**config.mk**
```make
export PLATFORM = sky130hd
export DESIGN_NAME = audio_dsp_port
export DESIGN_NICKNAME = d
export VERILOG_FILES = /design/src/rtl/audio_dsp_port.sv
export SDC_FILE = /design/constraint.sdc
export NUM_CORES = 1
export LEC_CHECK = 0
export CAP_MARGIN = 20
export CORE_UTILIZATION = 45
export DETAILED_ROUTE_END_ITERATION = 7
export DONT_BUFFER_PORTS = 1
export GPL_TIMING_DRIVEN = 0
export SLEW_MARGIN = 20
export SYNTH_ARGS = -nofsm -noshare
export SYNTH_HDL_FRONTEND = slang
export SYNTH_SLANG_ARGS = --single-unit
```
**constraint.sdc**
```tcl
create_clock -name clock50 -period 4.75 [get_ports clock50]
set_clock_uncertainty 0.15 [all_clocks]
set_input_delay 0.2375 -clock clock50 [delete_from_list [all_inputs] [get_ports clock50]]
set_output_delay 0.2375 -clock clock50 [all_outputs]
set_load 0.1 [all_outputs]
```
**src/rtl/audio_dsp_port.sv**
```systemverilog
// audio_dsp_port
//   Serial audio port for a codec running in DSP mode (frame-sync pulse,
//   MSB on the first bclk rise after the sync rise). The codec signals
//   are asynchronous to clock50. They are synchronised and then sampled
//   on bclk edge strobes.
//
//   Ports
//     clock50              system clock, the only clock in the block
//     reset_n              synchronous active-low reset
//     cfg_done             codec configuration complete; both machines idle while low
//     aud_bclk             codec bit clock (asynchronous input)
//     aud_adclrc           ADC frame sync (asynchronous input)
//     aud_daclrc           DAC frame sync (asynchronous input)
//     aud_adcdat           ADC serial data (asynchronous input)
//     aud_dacdat           DAC serial data (registered output)
//     adc_left/adc_right   last complete ADC sample pair
//     adc_valid            one-cycle pulse when adc_left/adc_right are updated
//     dac_left/dac_right   next DAC sample pair
//     dac_ack              one-cycle pulse when the DAC pair is latched
//
//   Build option
//     LOOPBACK_EN          when defined, the DAC transmits the last ADC pair
//                          instead of dac_left/dac_right
//
//   State table (same encoding for the ADC and DAC machines)
//     state     | meaning
//     WAIT_CFG  | codec not configured, port idle
//     WAIT_SYNC | waiting for a bclk rise with the frame sync high
//     LEFT      | left channel bits, counter = bits still to go - 1
//     RIGHT     | right channel bits, counter = bits still to go - 1
module audio_dsp_port #(
   parameter int WIDTH = 16,
   parameter int SYNC  = 2
) (
   input  logic             clock50,
   input  logic             reset_n,
   input  logic             cfg_done,
   input  logic             aud_bclk,
   input  logic             aud_adclrc,
   input  logic             aud_daclrc,
   input  logic             aud_adcdat,
   output logic             aud_dacdat,
   output logic [WIDTH-1:0] adc_left,
   output logic [WIDTH-1:0] adc_right,
   output logic             adc_valid,
   input  logic [WIDTH-1:0] dac_left,
   input  logic [WIDTH-1:0] dac_right,
   output logic             dac_ack
);

   localparam int CW = (WIDTH > 1) ? $clog2(WIDTH) : 1;
   localparam logic [CW-1:0] CNT_TOP = CW'(WIDTH - 1);
   localparam logic [CW-1:0] CNT_ONE = CW'(1);

   typedef enum logic [1:0] {WAIT_CFG, WAIT_SYNC, LEFT, RIGHT} state_t;

   // All four chains have the same depth, so lrc/adcdat line up with the bclk strobe.
   logic [SYNC-1:0] bclk_sr, adclrc_sr, daclrc_sr, adcdat_sr;
   logic            bclk_d;

   always_ff @(posedge clock50) begin
      if (!reset_n) begin
         bclk_sr   <= '0;
         adclrc_sr <= '0;
         daclrc_sr <= '0;
         adcdat_sr <= '0;
         bclk_d    <= 1'b0;
      end else begin
         bclk_sr   <= {bclk_sr[SYNC-2:0], aud_bclk};
         adclrc_sr <= {adclrc_sr[SYNC-2:0], aud_adclrc};
         daclrc_sr <= {daclrc_sr[SYNC-2:0], aud_daclrc};
         adcdat_sr <= {adcdat_sr[SYNC-2:0], aud_adcdat};
         bclk_d    <= bclk_sr[SYNC-1];
      end
   end

   logic bclk_s, adclrc_s, daclrc_s, adcdat_s;
   logic bclk_rise, bclk_fall;

   assign bclk_s    = bclk_sr[SYNC-1];
   assign adclrc_s  = adclrc_sr[SYNC-1];
   assign daclrc_s  = daclrc_sr[SYNC-1];
   assign adcdat_s  = adcdat_sr[SYNC-1];
   assign bclk_rise = bclk_s & ~bclk_d;
   assign bclk_fall = ~bclk_s & bclk_d;

   // ---------------- ADC receive ----------------
   state_t           adc_state;
   logic [CW-1:0]    adc_cnt;
   logic [WIDTH-1:0] adc_sh_l, adc_sh_r;
   logic             adc_done;

   always_ff @(posedge clock50) begin
      if (!reset_n) begin
         adc_state <= WAIT_CFG;
         adc_cnt   <= '0;
         adc_sh_l  <= '0;
         adc_sh_r  <= '0;
         adc_left  <= '0;
         adc_right <= '0;
         adc_valid <= 1'b0;
         adc_done  <= 1'b0;
      end else begin
         adc_valid <= 1'b0;
         adc_done  <= 1'b0;
         // Publish one cycle after the last right bit so both shift registers are final.
         if (adc_done && cfg_done) begin
            adc_left  <= adc_sh_l;
            adc_right <= adc_sh_r;
            adc_valid <= 1'b1;
         end
         if (!cfg_done) begin
            adc_state <= WAIT_CFG;
         end else begin
            case (adc_state)
               WAIT_CFG: adc_state <= WAIT_SYNC;
               WAIT_SYNC: begin
                  if (bclk_rise && adclrc_s) begin
                     adc_state <= LEFT;
                     adc_cnt   <= CNT_TOP;
                  end
               end
               LEFT, RIGHT: begin
                  if (bclk_rise) begin
                     if (adclrc_s) begin
                        // Early frame sync: drop the partial frame and restart.
                        adc_state <= LEFT;
                        adc_cnt   <= CNT_TOP;
                     end else begin
                        if (adc_state == LEFT)
                           adc_sh_l <= {adc_sh_l[WIDTH-2:0], adcdat_s};
                        else
                           adc_sh_r <= {adc_sh_r[WIDTH-2:0], adcdat_s};
                        if (adc_cnt == '0) begin
                           adc_cnt <= CNT_TOP;
                           if (adc_state == LEFT) begin
                              adc_state <= RIGHT;
                           end else begin
                              adc_state <= WAIT_SYNC;
                              adc_done  <= 1'b1;
                           end
                        end else begin
                           adc_cnt <= adc_cnt - CNT_ONE;
                        end
                     end
                  end
               end
               default: adc_state <= WAIT_CFG;
            endcase
         end
      end
   end

   // ---------------- DAC transmit ----------------
   logic [WIDTH-1:0] src_l, src_r;

`ifdef LOOPBACK_EN
   logic unused_dac;
   assign unused_dac = ^{dac_left, dac_right};
   assign src_l = adc_left;
   assign src_r = adc_right;
`else
   assign src_l = dac_left;
   assign src_r = dac_right;
`endif

   state_t           dac_state;
   logic [CW-1:0]    dac_cnt;
   logic [WIDTH-1:0] tx_l, tx_r;

   always_ff @(posedge clock50) begin
      if (!reset_n) begin
         dac_state  <= WAIT_CFG;
         dac_cnt    <= '0;
         tx_l       <= '0;
         tx_r       <= '0;
         aud_dacdat <= 1'b0;
         dac_ack    <= 1'b0;
      end else begin
         dac_ack <= 1'b0;
         if (!cfg_done) begin
            dac_state  <= WAIT_CFG;
            aud_dacdat <= 1'b0;
         end else if ((dac_state != WAIT_CFG) && bclk_rise && daclrc_s) begin
            // Frame start, or restart of an abandoned frame: latch and present the MSB.
            dac_state  <= LEFT;
            dac_cnt    <= CNT_TOP;
            tx_l       <= src_l;
            tx_r       <= src_r;
            aud_dacdat <= src_l[WIDTH-1];
            dac_ack    <= 1'b1;
         end else begin
            case (dac_state)
               WAIT_CFG: begin
                  dac_state  <= WAIT_SYNC;
                  aud_dacdat <= 1'b0;
               end
               WAIT_SYNC: aud_dacdat <= 1'b0;
               LEFT, RIGHT: begin
                  // Rises only count bits the codec has taken; the line moves on falls,
                  // so the first fall after the sync rise re-drives the MSB.
                  if (bclk_rise) begin
                     if (dac_cnt == '0) begin
                        dac_cnt <= CNT_TOP;
                        if (dac_state == LEFT) begin
                           dac_state <= RIGHT;
                        end else begin
                           dac_state  <= WAIT_SYNC;
                           aud_dacdat <= 1'b0;
                        end
                     end else begin
                        dac_cnt <= dac_cnt - CNT_ONE;
                     end
                  end else if (bclk_fall) begin
                     aud_dacdat <= (dac_state == LEFT) ? tx_l[dac_cnt] : tx_r[dac_cnt];
                  end
               end
               default: dac_state <= WAIT_CFG;
            endcase
         end
      end
   end

endmodule

```
-- After elaboration in Yosys (flattened, before gate mapping)
Index checks and enable logic that the tools add are counted.
- register bits after elaboration: 121
- output and inout port bits: 35
- logic and storage cells: 113
- input port bits: 39
- bitwise gates (word level): 11
- magnitude comparators: 1
- reduce and logical (&&, ||, !) cells: 29
- eq/ne operators: 16
- multiplexer cells: 34
- add/subtract/negate cells: 2
- operators with widths (operator ; count):
    $mux W4 ; 8
    $mux W2 ; 9
    $reduce_and A3 Y1 ; 5
    $ne A4 B4 Y1 const B ; 3
    $mux W1 ; 11
    $reduce_and A5 Y1 ; 2
    $reduce_bool A2 Y1 ; 5
    $ne A3 B3 Y1 const B ; 3
    $not A1 Y1 ; 9
    $bmux W1 S4 ; 2
    $eq A2 B2 Y1 const B ; 4
    $logic_not A4 Y1 ; 2
    $ne A2 B2 Y1 const B ; 4
    $pmux W4 S2 ; 1
    $sub A4 B1 Y4 const B ; 2
    $pmux W2 S3 ; 1
    $reduce_or A2 Y1 ; 3
    $reduce_or A6 Y1 ; 1
    $lt A4 B5 Y1 const B ; 1
    $eq A2 B1 Y1 const B ; 2
    $logic_and A1 B1 Y1 ; 4
    $logic_not A2 Y1 ; 2
    $pmux W2 S2 ; 1
    $reduce_and A2 Y1 ; 2
    5 further kinds ; 6

-- Logic depth before layout (Yosys ltp)
Gate-level depths: netlist (run 1).
- word-level depth: 7
- depth in mapped cells: 8
- gate-level depth less buffers: 6

-- Least setup slack after synthesis (run 1)
OpenSTA, ideal clock, no wires.
- kind: register to register
- start point: reg dac_cnt[1]
- end point: reg dac_cnt[3]
- slack: 2649 ps
- period minus slack after synthesis: 2101 ps
- arrival time: 1836 ps
- library setup time: 115 ps
- cell stages (with the launch flop): 8
- data required time: 4485 ps
- buffers on the path: 1
- path through: dfxtp_1 -> clkbuf_1 -> inv_1 -> ha_1 -> nor3b_1 -> or4b_2 -> a21oi_1 -> nor2_1
- cells in the longest elaborated chain, start to end: 5
- elaborated cells between the ends (all ways): 6
- those cells by class: 1 x add/sub; 4 x mux; 1 x reduce/logical
- ends and longest elaborated chain (element ; line ; source):
    start: declaration ; 168 ; logic [CW-1:0] dac_cnt;
    start signal: assignment ; 212 ; dac_cnt <= dac_cnt - CNT_ONE;
    $sub A4 B1 Y4 / $logic_not A4 Y1 (equally long branches) ; 212, 203 ;
    $mux W4 (*) ; 203 ; if (dac_cnt == '0) begin
    $mux W4 (*) ; 202 ; if (bclk_rise) begin
    $mux W4 (*) ; 193 ; case (dac_state)
    $mux W4 (*) ; 184 ; end else if ((dac_state != WAIT_CFG) && bclk_rise && daclrc_s) begin
Mark *: on every way between the ends. The rest lies on a longest branch, timed or not. The select of a mux whose other input is x is not followed.
A chain may end at the register's enable or synchronous reset.

-- Final worst setup path (run 1)
Same ends and word-level chain as after synthesis.

==> flow_summary.json, run 1 <==
{
  "outcome": "completed",
  "drc": 0,
  "r2r_start": "dac_cnt[1]",
  "final-hold-violation-count": 0,
  "tightestPinTransition_ns": 1.03,
  "netlist_area_um2": 4640,
  "cp.required_ns": 5.01,
  "antenna_found_initial": 0,
  "gr-total-overflow": 0,
  "clkLatencyLatePin_ns": 0.52,
  "utilization_pct": 59.7,
  "worst_slack_ns": 2.46,
  "r2r_slack_ns": 2.46,
  "fin_crit_sh_pct": 48.1,
  "ys.flop_type": "dfxtp_1",
  "yosys.area.top_type": "dfxtp_1",
  "firstDrtPassIters": 5,
  "ant_nets": 0,
  "grt_pass1_vias": 3824,
  "p_leak_nw": 1.94,
  "pre_cts_ws_ns": 2.45,
  "slew_viol_final": 0,
  "synth_area_leaders": "dfxtp_1 52%, nand2_1 16%, a21oi_1 12%",
  "clock-sinks": 121,
  "cp_slowest_cell": "or4b_2",
  "hpwl_mm": 7.16,
  "slowest_delay_ns": 0.64,
  "die_x_um": 104,
  "yosys-top-cells-count": "201 x nand2_1, 121 x dfxtp_1, 107 x a21oi_1",
  "synth_nets": 615,
  "crit_cells": 7,
  "via_count": 3958,
  "ys_seq_elements": 121,
  "clk_path_buf_depth": 2,
  "timing.rr.end": "dac_cnt[3]",
  "drtIter0Drc": 170,
  "track_usage_pct": 21.0,
  "critical_path_class": "flip-flop to flip-flop",
  "yosysWarnings": 0,
  "endpoint": "dac_cnt[3]",
  "io_pins": 74,
  "yosysSeqAreaShare_pct": 52.2,
  "min_period_ns": 2.29,
  "cts_tree": "yes",
  "antenna_cells": 0,
  "wl_per_cell_um": 13.7,
  "cts-buffers-inserted": 17,
  "max_freq_ghz": 0.438,
  "min_path_type": "input port to flip-flop",
  "finalWeightedCongestion": 0.810,
  "die_y_um": 104,
  "final_nets": 671,
  "reg2reg_depth": 7,
  "wl_mm": 10.6,
  "syn_to_final_growth_pct": 26.8,
  "viasPerCell": 5.11,
  "crit_fanout": 7,
  "cap_violations": 0,
  "htreeDepth": 4,
  "crit_start": "dac_cnt[1]",
  "grt_pass1_wl_mm": 17.9,
  "ys_types": 37,
  "grt_setup_unrepaired": "no",
  "path_cells": "clkbuf_1, inv_1, ha_1, nor3b_1, or4b_2, a21oi_1, nor2_1",
  "nFillCells": 848,
  "irDropWorstVdd_mv": 0.199,
  "setup_viol": 0,
  "setup_tns_ns": 0,
  "path_buf_inv": 2,
  "io_buffers": 0,
  "relSlewSlack_pct": 31.5,
  "syn_avg_cell_area_um2": 8.10,
  "die_area_um2": 10700,
  "root_buffer": "clkbuf_8",
  "start_util_pct": 47.1,
  "path_clk_slew_ns": 0.06,
  "crit_path_end_kind": "flip-flop",
  "worst_ep_arrival_time_ns": 2.55,
  "drive_above_1_share_pct": 6.85,
  "synth_top_area_share_pct": 52.2,
  "startpoint_type": "flip-flop",
  "power.density_nw_per_um2": 441,
  "core_area_um2": 9860,
  "grt_max_degree": 17,
  "synth.most_common_cell": "nand2_1",
  "synth_edf_count": 0,
  "syn_inst": 573,
  "critPathTopFamily": "simple AND/OR/NAND/NOR gates",
  "num_rows": 36,
  "synthArstFlopShare_pct": 0
}
==> where the power goes <==
group	internal, mW	leakage (nW)	switching, mW	total, mW
combinational	0.0287	0.625	0.0302	0.0590
sequential	1.02	0.976	0.00331	1.02
clock	1.07	0.340	0.449	1.52
total	2.12	1.94	0.483	2.60
==> how the worst min path moves through the flow <==
| stage | from | end | slack (ns) | depth (start not counted) |
|---|---|---|---|---|
| 2_1_floorplan | aud_adcdat | adcdat_sr[0] | 0.21 | 1 |
| 3_3_place_gp | aud_daclrc | daclrc_sr[0] | 0.22 | 1 |
| 3_5_place_dp | aud_daclrc | daclrc_sr[0] | 0.22 | 1 |
| 4_1_cts | cfg_done | adc_valid | 0.02 | 2 |
| 5_1_grt | cfg_done | adc_valid | 0.05 | 2 |
| 6_report | reset_n | dac_cnt[1] | 0.03 | 3 |
==> routing by layer <==
metal  wire (µm)  vias up  track usage [%]
met5           0        -                0
met4         237        0             11.0
met3         585       22             6.67
met2        4990      102             32.5
met1        4830     1829             26.3
li1            -     2005                -
==> cells by family (layout without fill, tap and decap cells) <==
logic type / after synthesis / after routing / synth area share, %
buffers and inverters: 49 / 118 / 4.26
flip-flops: 121 / 121 / 52.2
adder cells (fa/ha/maj): 3 / 3 / 0.809
AO/OA/AOI/OAI: 125 / 125 / 14.4
AND/OR/NAND/NOR: 255 / 255 / 23.0
multiplexers: 20 / 20 / 5.39
==> through the flow <==
step / cells / hold slack (ns) / power, mW / area [µm²]
3_5_place_dp: 706 / 0.220 / 1.08 / 4810
5_1_grt: 775 / 0.0483 / 2.67 / 5890
6_report: 775 / 0.0343 / 2.60 / 5890
3_3_place_gp: 706 / 0.218 / 1.08 / 4810
2_1_floorplan: 573 / 0.215 / 1.07 / 4640
4_1_cts: 775 / 0.0161 / 2.62 / 5890
==> registers in the layout, summed over array words and instances, names as in the netlist, 4 cells and up <==
register / count
adc_left: 16
adc_right: 16
adc_sh_l: 16
adc_sh_r: 16
tx_l: 16
tx_r: 16
adc_cnt: 4
dac_cnt: 4
==> final cells by class <==
class / instances / area, µm² / area share [%]
sequential: 121 / 2420 / 41.1
multi-input combinational: 403 / 2020 / 34.3
clock buffer: 21 / 469 / 7.97
timing repair buffer: 37 / 370 / 6.29
clock inverter: 11 / 239 / 4.06
tap: 133 / 166 / 2.83
buffer: 40 / 164 / 2.78
inverter: 9 / 33.8 / 0.574
==> cells in the final DEF, fill, tap and decap left out, drive strengths merged, types with 2 or more instances in the layout <==
cell type | synthesis | final
a21oi | 107 | 107
a32oi | 2 | 2
and2 | 13 | 13
buf | 4 | 4
bufinv | 0 | 7
clkbuf | 36 | 57
clkinv | 0 | 2
clkinvlp | 0 | 2
dfxtp | 121 | 121
dlygate4sd3 | 0 | 37
ha | 3 | 3
inv | 9 | 9
mux2i | 16 | 16
mux4 | 4 | 4
nand2 | 201 | 201
nand3 | 5 | 5
nand3b | 2 | 2
nand4b | 2 | 2
nor2 | 15 | 15
nor2b | 2 | 2
nor3 | 3 | 3
nor3b | 2 | 2
o211a | 2 | 2
o21ai | 7 | 7
or2 | 3 | 3
==> repair_timing <==
action / in CTS / in global routing
gates resized for setup: 0 / 0
setup buffers: 0 / 0
endpoints found under the hold margin: 46 / 0
hold buffers: 37 / 0
==> worst min-delay path: stages <==
cell and delay, ns:
inv_1 0.05, clkbuf_1 0.23, nor2_1 0.14
Note: power is estimated with default switching activity, not from simulation.
==> inputs of run 2 (changes only) <==
Clock period 4.75 ns to 2.2 ns, I/O delays scaled along.
==> run 2 against run 1 <==
Compared with the run above:
- die area unchanged
- design area increased by 0.98%
- sequential cell count is the same
- routed wire length is 0.81% higher
- first-iteration DRC count fell by 1.8%
- clock-buffer cell count unchanged
- core utilization rose by 0.58 points
- fmax is 12% higher
- via count fell by 0.25%
- non-clock buffer count up 4
- global-route usage up 0.11 points
- critical path depth fell by 1
- critical endpoint unchanged
- largest cell class unchanged
==> flow_summary.json, run 2 (synthesis results as in run 1) <==
{
  "outcome": "completed",
  "power_frac_comb_pct": 2.4,
  "setup_viol": 0,
  "io_buffers": 0,
  "hpwl_mm": 7.16,
  "clock-sinks": 121,
  "final_nets": 675,
  "slowest_delay_ns": 0.64,
  "p_switching_mw": 1.05,
  "grt_max_degree": 17,
  "min_path_type": "input port to flip-flop",
  "root_buffer": "clkbuf_8",
  "via_count": 3948,
  "p_int_mw": 4.57,
  "fin_area_um2": 5940,
  "irDropWorstVdd_mv": 0.430,
  "gr-total-overflow": 0,
  "num_rows": 36,
  "pwr-share-clk_pct": 58.3,
  "ant_nets": 0,
  "nFillCells": 847,
  "antenna_found_initial": 0,
  "path_cells": "inv_1, ha_1, nor3b_1, or4b_2, a21oi_1, nor2_1",
  "critical_path_class": "flip-flop to flip-flop",
  "path_clk_slew_ns": 0.06,
  "grt_setup_unrepaired": "no",
  "die_area_um2": 10700,
  "dpl_cell_area_um2": 4810,
  "htreeDepth": 4,
  "final_cell_mix": "201 x nand2_1, 120 x dfxtp_1, 107 x a21oi_1",
  "p_leak_nw": 1.99,
  "min_period_ns": 2.04,
  "slew_viol_final": 0,
  "setup_tns_ns": 0,
  "drive_above_1_share_pct": 8.05,
  "grt_pass1_vias": 3848,
  "utilization_pct": 60.3,
  "worst_ep_arrival_time_ns": 2.30,
  "antenna_cells": 0,
  "finalWeightedCongestion": 0.810,
  "grt_pass1_wl_mm": 18.0,
  "p_total_mw": 5.62,
  "cap_violations": 0,
  "max_freq_ghz": 0.491,
  "drtIter0Drc": 167,
  "fin_cells": 779,
  "wl_mm": 10.7,
  "cp.required_ns": 2.46,
  "placed_cells": 706,
  "start_util_pct": 47.1,
  "track_usage_pct": 21.1,
  "clkLatencyLatePin_ns": 0.52,
  "cts-buffers-inserted": 17,
  "startpoint_type": "flip-flop",
  "die_y_um": 104,
  "tightestPinTransition_ns": 1.03,
  "core_area_um2": 9860,
  "clk_path_buf_depth": 2,
  "viasPerCell": 5.07,
  "crit_path_end_kind": "flip-flop",
  "final_common_cell": "nand2_1",
  "switching_share_pct": 18.6,
  "cp_slowest_cell": "or4b_2",
  "relSlewSlack_pct": 31.3,
  "firstDrtPassIters": 4,
  "io_pins": 74,
  "fin_crit_sh_pct": 92.6,
  "final-hold-violation-count": 0,
  "drc": 0,
  "crit_fanout": 6,
  "cts_tree": "yes",
  "wl_per_cell_um": 13.8,
  "syn_to_final_growth_pct": 28.1,
  "seqPwrFrac_pct": 39.3,
  "die_x_um": 104,
  "power.density_nw_per_um2": 946
}
run 2: power groups by stage:
stage                     sequential (mW)  combinational (mW)  clock [mW]
after floorplan                      2.25              0.0527           0
after global placement               2.26              0.0725           0
after detailed placement             2.26              0.0733           0
after CTS                            2.21               0.135        3.32
after global routing                 2.21               0.148        3.42
final                                2.21               0.135        3.28
run 2: per-stage QoR:
stage	hold slack [ns]	setup slack (ns)
detailed placement	0.0920	-0.0953
CTS	0.107	0.0346
global placement	0.0903	-0.0748
finish	0.130	0.162
floorplan	0.0873	0.0993
global route	0.131	0.00495
run 2: worst paths after layout:
path / start / end / slack [ns] / depth (start not counted)
max: dac_cnt[0] / dac_cnt[3] / 0.16 / 6
max reg2reg: dac_cnt[0] / dac_cnt[3] / 0.16 / 6
min reg2reg: bclk_sr[0] / bclk_sr[1] / 0.28 / 1
min: dac_right[5] / tx_r[5] / 0.13 / 3
run 2: critical path, delay by kind of cell, from the launching register on:
kind / cells / cell delay, ns
AO/OA/AOI/OAI: 1 / 0.16
adder cells (fa/ha/maj): 1 / 0.24
AND/OR/NAND/NOR: 3 / 0.88
buffers and inverters: 1 / 0.10
flip-flops: 1 / 0.41
run 2: routing by layer:
| layer | share of wire, % | vias up | GRT usage, % |
|---|---|---|---|
| li1 | - | 2022 | - |
| met1 | 46 | 1817 | 26.3 |
| met2 | 47 | 88 | 32.9 |
| met3 | 5.3 | 21 | 6.61 |
| met4 | 2.0 | 0 | 11.0 |
| met5 | 0 | - | 0 |
run 2: layout make-up:
type | count | area [µm²] | share of cell area [%]
Clock inverter | 11 | 239 | 4.02
Multi-Input combinational cell | 403 | 2020 | 34.1
Clock buffer | 21 | 469 | 7.89
Tap cell | 133 | 166 | 2.80
Sequential cell | 121 | 2420 | 40.8
Buffer | 39 | 168 | 2.82
Timing Repair Buffer | 42 | 420 | 7.07
Inverter | 9 | 33.8 | 0.568
run 2: repair_timing:
item	4_1_cts	5_1_grt
hold buffers	42	0
hold endpoints to repair	53	0
gates resized for setup	0	14
endpoints found under the setup margin	1	42
cloned	0	0
setup buffers	0	0
==> inputs of run 3 (changes only) <==
Settings changed: CORE_UTILIZATION 45 to 60, PLACE_DENSITY set to 0.76.
==> run 3 against run 2 <==
Compared with the run above:
- power is 11% lower
- global-route usage is 8.2 points higher
- register-to-register slack worse by 0.10 ns
- via count is 4.4% higher
- non-clock buffer count stayed put
- fmax is 4.7% lower
- critical endpoint unchanged
- critical path depth stayed put
- design area is 3.0% lower
- clock power is 19% lower
- final cell count is 4.7% lower
- routed wire length is 6.8% higher
- core utilization is 18 points higher
==> flow_summary.json, run 3 (synthesis results as in run 1) <==
{
  "finalWeightedCongestion": 0.871,
  "grt_max_degree": 17,
  "min_period_ns": 2.14,
  "final_common_cell": "nand2_1",
  "clk_path_buf_depth": 2,
  "power_frac_comb_pct": 2.7,
  "final_cell_mix": "201 x nand2_1, 119 x dfxtp_1, 107 x a21oi_1",
  "drive_above_1_share_pct": 7.62,
  "critical_path_class": "flip-flop to flip-flop",
  "num_rows": 31,
  "clkLatencyLatePin_ns": 0.52,
  "core_area_um2": 7370,
  "path_clk_slew_ns": 0.06,
  "io_buffers": 0,
  "use_met1_pct": 34.3,
  "max_freq_ghz": 0.467,
  "cts-buffers-inserted": 17,
  "relSlewSlack_pct": 31.8,
  "outcome": "completed",
  "grt_pass1_wl_mm": 18.7,
  "irDropWorstVdd_mv": 0.634,
  "dpl_cell_area_um2": 4770,
  "p_leak_nw": 1.92,
  "globalRoute.busiestLayer": "met2",
  "start_util_pct": 63.0,
  "seq_area_um2": 2420,
  "use_met3_pct": 8.04,
  "clock-sinks": 121,
  "htreeDepth": 4,
  "grt.met2_usage_pct": 50.9,
  "worst_ep_arrival_time_ns": 2.39,
  "firstDrtPassIters": 8,
  "nFillCells": 503,
  "p_switching_mw": 1.02,
  "fin_area_um2": 5770,
  "slew_viol_final": 0,
  "io_pins": 74,
  "power.density_nw_per_um2": 866,
  "final-hold-violation-count": 0,
  "viasPerCell": 5.56,
  "antenna_found_initial": 0,
  "crit_path_end_kind": "flip-flop",
  "switching_share_pct": 20.4,
  "grt_pass1_vias": 4072,
  "crit_fanout": 7,
  "min_path_type": "input port to flip-flop",
  "gr-total-overflow": 0,
  "startpoint_type": "flip-flop",
  "die_x_um": 90.0,
  "root_buffer": "clkbuf_8",
  "die_y_um": 90.0,
  "wl_mm": 11.5,
  "hpwl_mm": 7.00,
  "track_usage_pct": 29.4,
  "pwr-share-clk_pct": 53.0,
  "cp.required_ns": 2.46,
  "ant_nets": 0,
  "cap_violations": 0,
  "final_nets": 675,
  "drtIter0Drc": 290,
  "tightestPinTransition_ns": 1.02,
  "antenna_cells": 0,
  "seqPwrFrac_pct": 44.3,
  "die_area_um2": 8090,
  "drc": 0,
  "p_int_mw": 3.98,
  "multi_input_area_um2": 2030,
  "whs_ns": 0.122,
  "cts_tree": "yes",
  "syn_to_final_growth_pct": 24.3,
  "setup_viol": 0,
  "via_count": 4123,
  "fin_crit_sh_pct": 97.2,
  "wl_per_cell_um": 15.4
}
==> run 3: cell types whose count changed in the layout (fill, tap and decap cells not counted), sizes merged <==
cell	delta
bufinv	-5
buf	+2
clkinv	+1
clkbuf	-1
==> run 3: worst paths after layout <==
kind	cells after the start	slack [ns]	from	to
min	3	0.12	dac_right[9]	tx_r[9]
max reg2reg	6	0.06	dac_cnt[1]	dac_cnt[3]
min reg2reg	1	0.28	bclk_sr[0]	bclk_sr[1]
max	6	0.06	dac_cnt[1]	dac_cnt[3]
==> run 3: routing by layer <==
metal / routed length [µm] / vias to the layer above
met5: 0 / -
met4: 214 / 0
met3: 699 / 25
met2: 5750 / 155
met1: 4800 / 1924
li1: - / 2019
==> run 3: per-stage QoR <==
step	cells	setup TNS, ns	setup slack, ns	power, mW	util [%]
6_report	742	0	0.0606	5.00	78.3
5_1_grt	742	-0.00319	-0.00319	5.12	78.3
4_1_cts	742	0	0.0337	5.00	78.0
3_5_place_dp	672	-0.125	-0.125	2.33	64.7
3_3_place_gp	672	-0.0782	-0.0782	2.33	64.7
2_1_floorplan	573	0	0.0993	2.31	-
==> run 3: timing repair <==
action | CTS | global route
setup buffers | 0 | 2
hold endpoints to repair | 53 | 0
hold buffers | 42 | 0
gates resized for setup | 1 | 8
setup endpoints to repair | 1 | 45
pin swaps | 0 | 1
==> run 3: worst max-delay path, cell delays in order (launching register included) <==
cell     delay [ns]
dfxtp_2        0.45
inv_1          0.08
ha_1           0.23
nor3b_1        0.20
or4b_2         0.65
a21oi_1        0.19
nor2_1         0.07
==> run 3: area by class of cell <==
| type | instances | share of cell area, % |
|---|---|---|
| Inverter | 9 | 0.586 |
| Timing Repair Buffer | 44 | 7.55 |
| Clock inverter | 7 | 1.63 |
| Multi-Input combinational cell | 403 | 35.2 |
| Sequential cell | 121 | 42.0 |
| Buffer | 37 | 2.69 |
| Clock buffer | 22 | 8.20 |
| Tap cell | 99 | 2.15 |
==> run 3: power groups by stage <==
stage / Clock, mW / Sequential, mW / Combinational (mW)
floorplan: 0 / 2.25 / 0.0527
global placement: 0 / 2.26 / 0.0706
global route: 2.76 / 2.21 / 0.148
finish: 2.65 / 2.21 / 0.137
detailed placement: 0 / 2.26 / 0.0721
CTS: 2.65 / 2.21 / 0.132
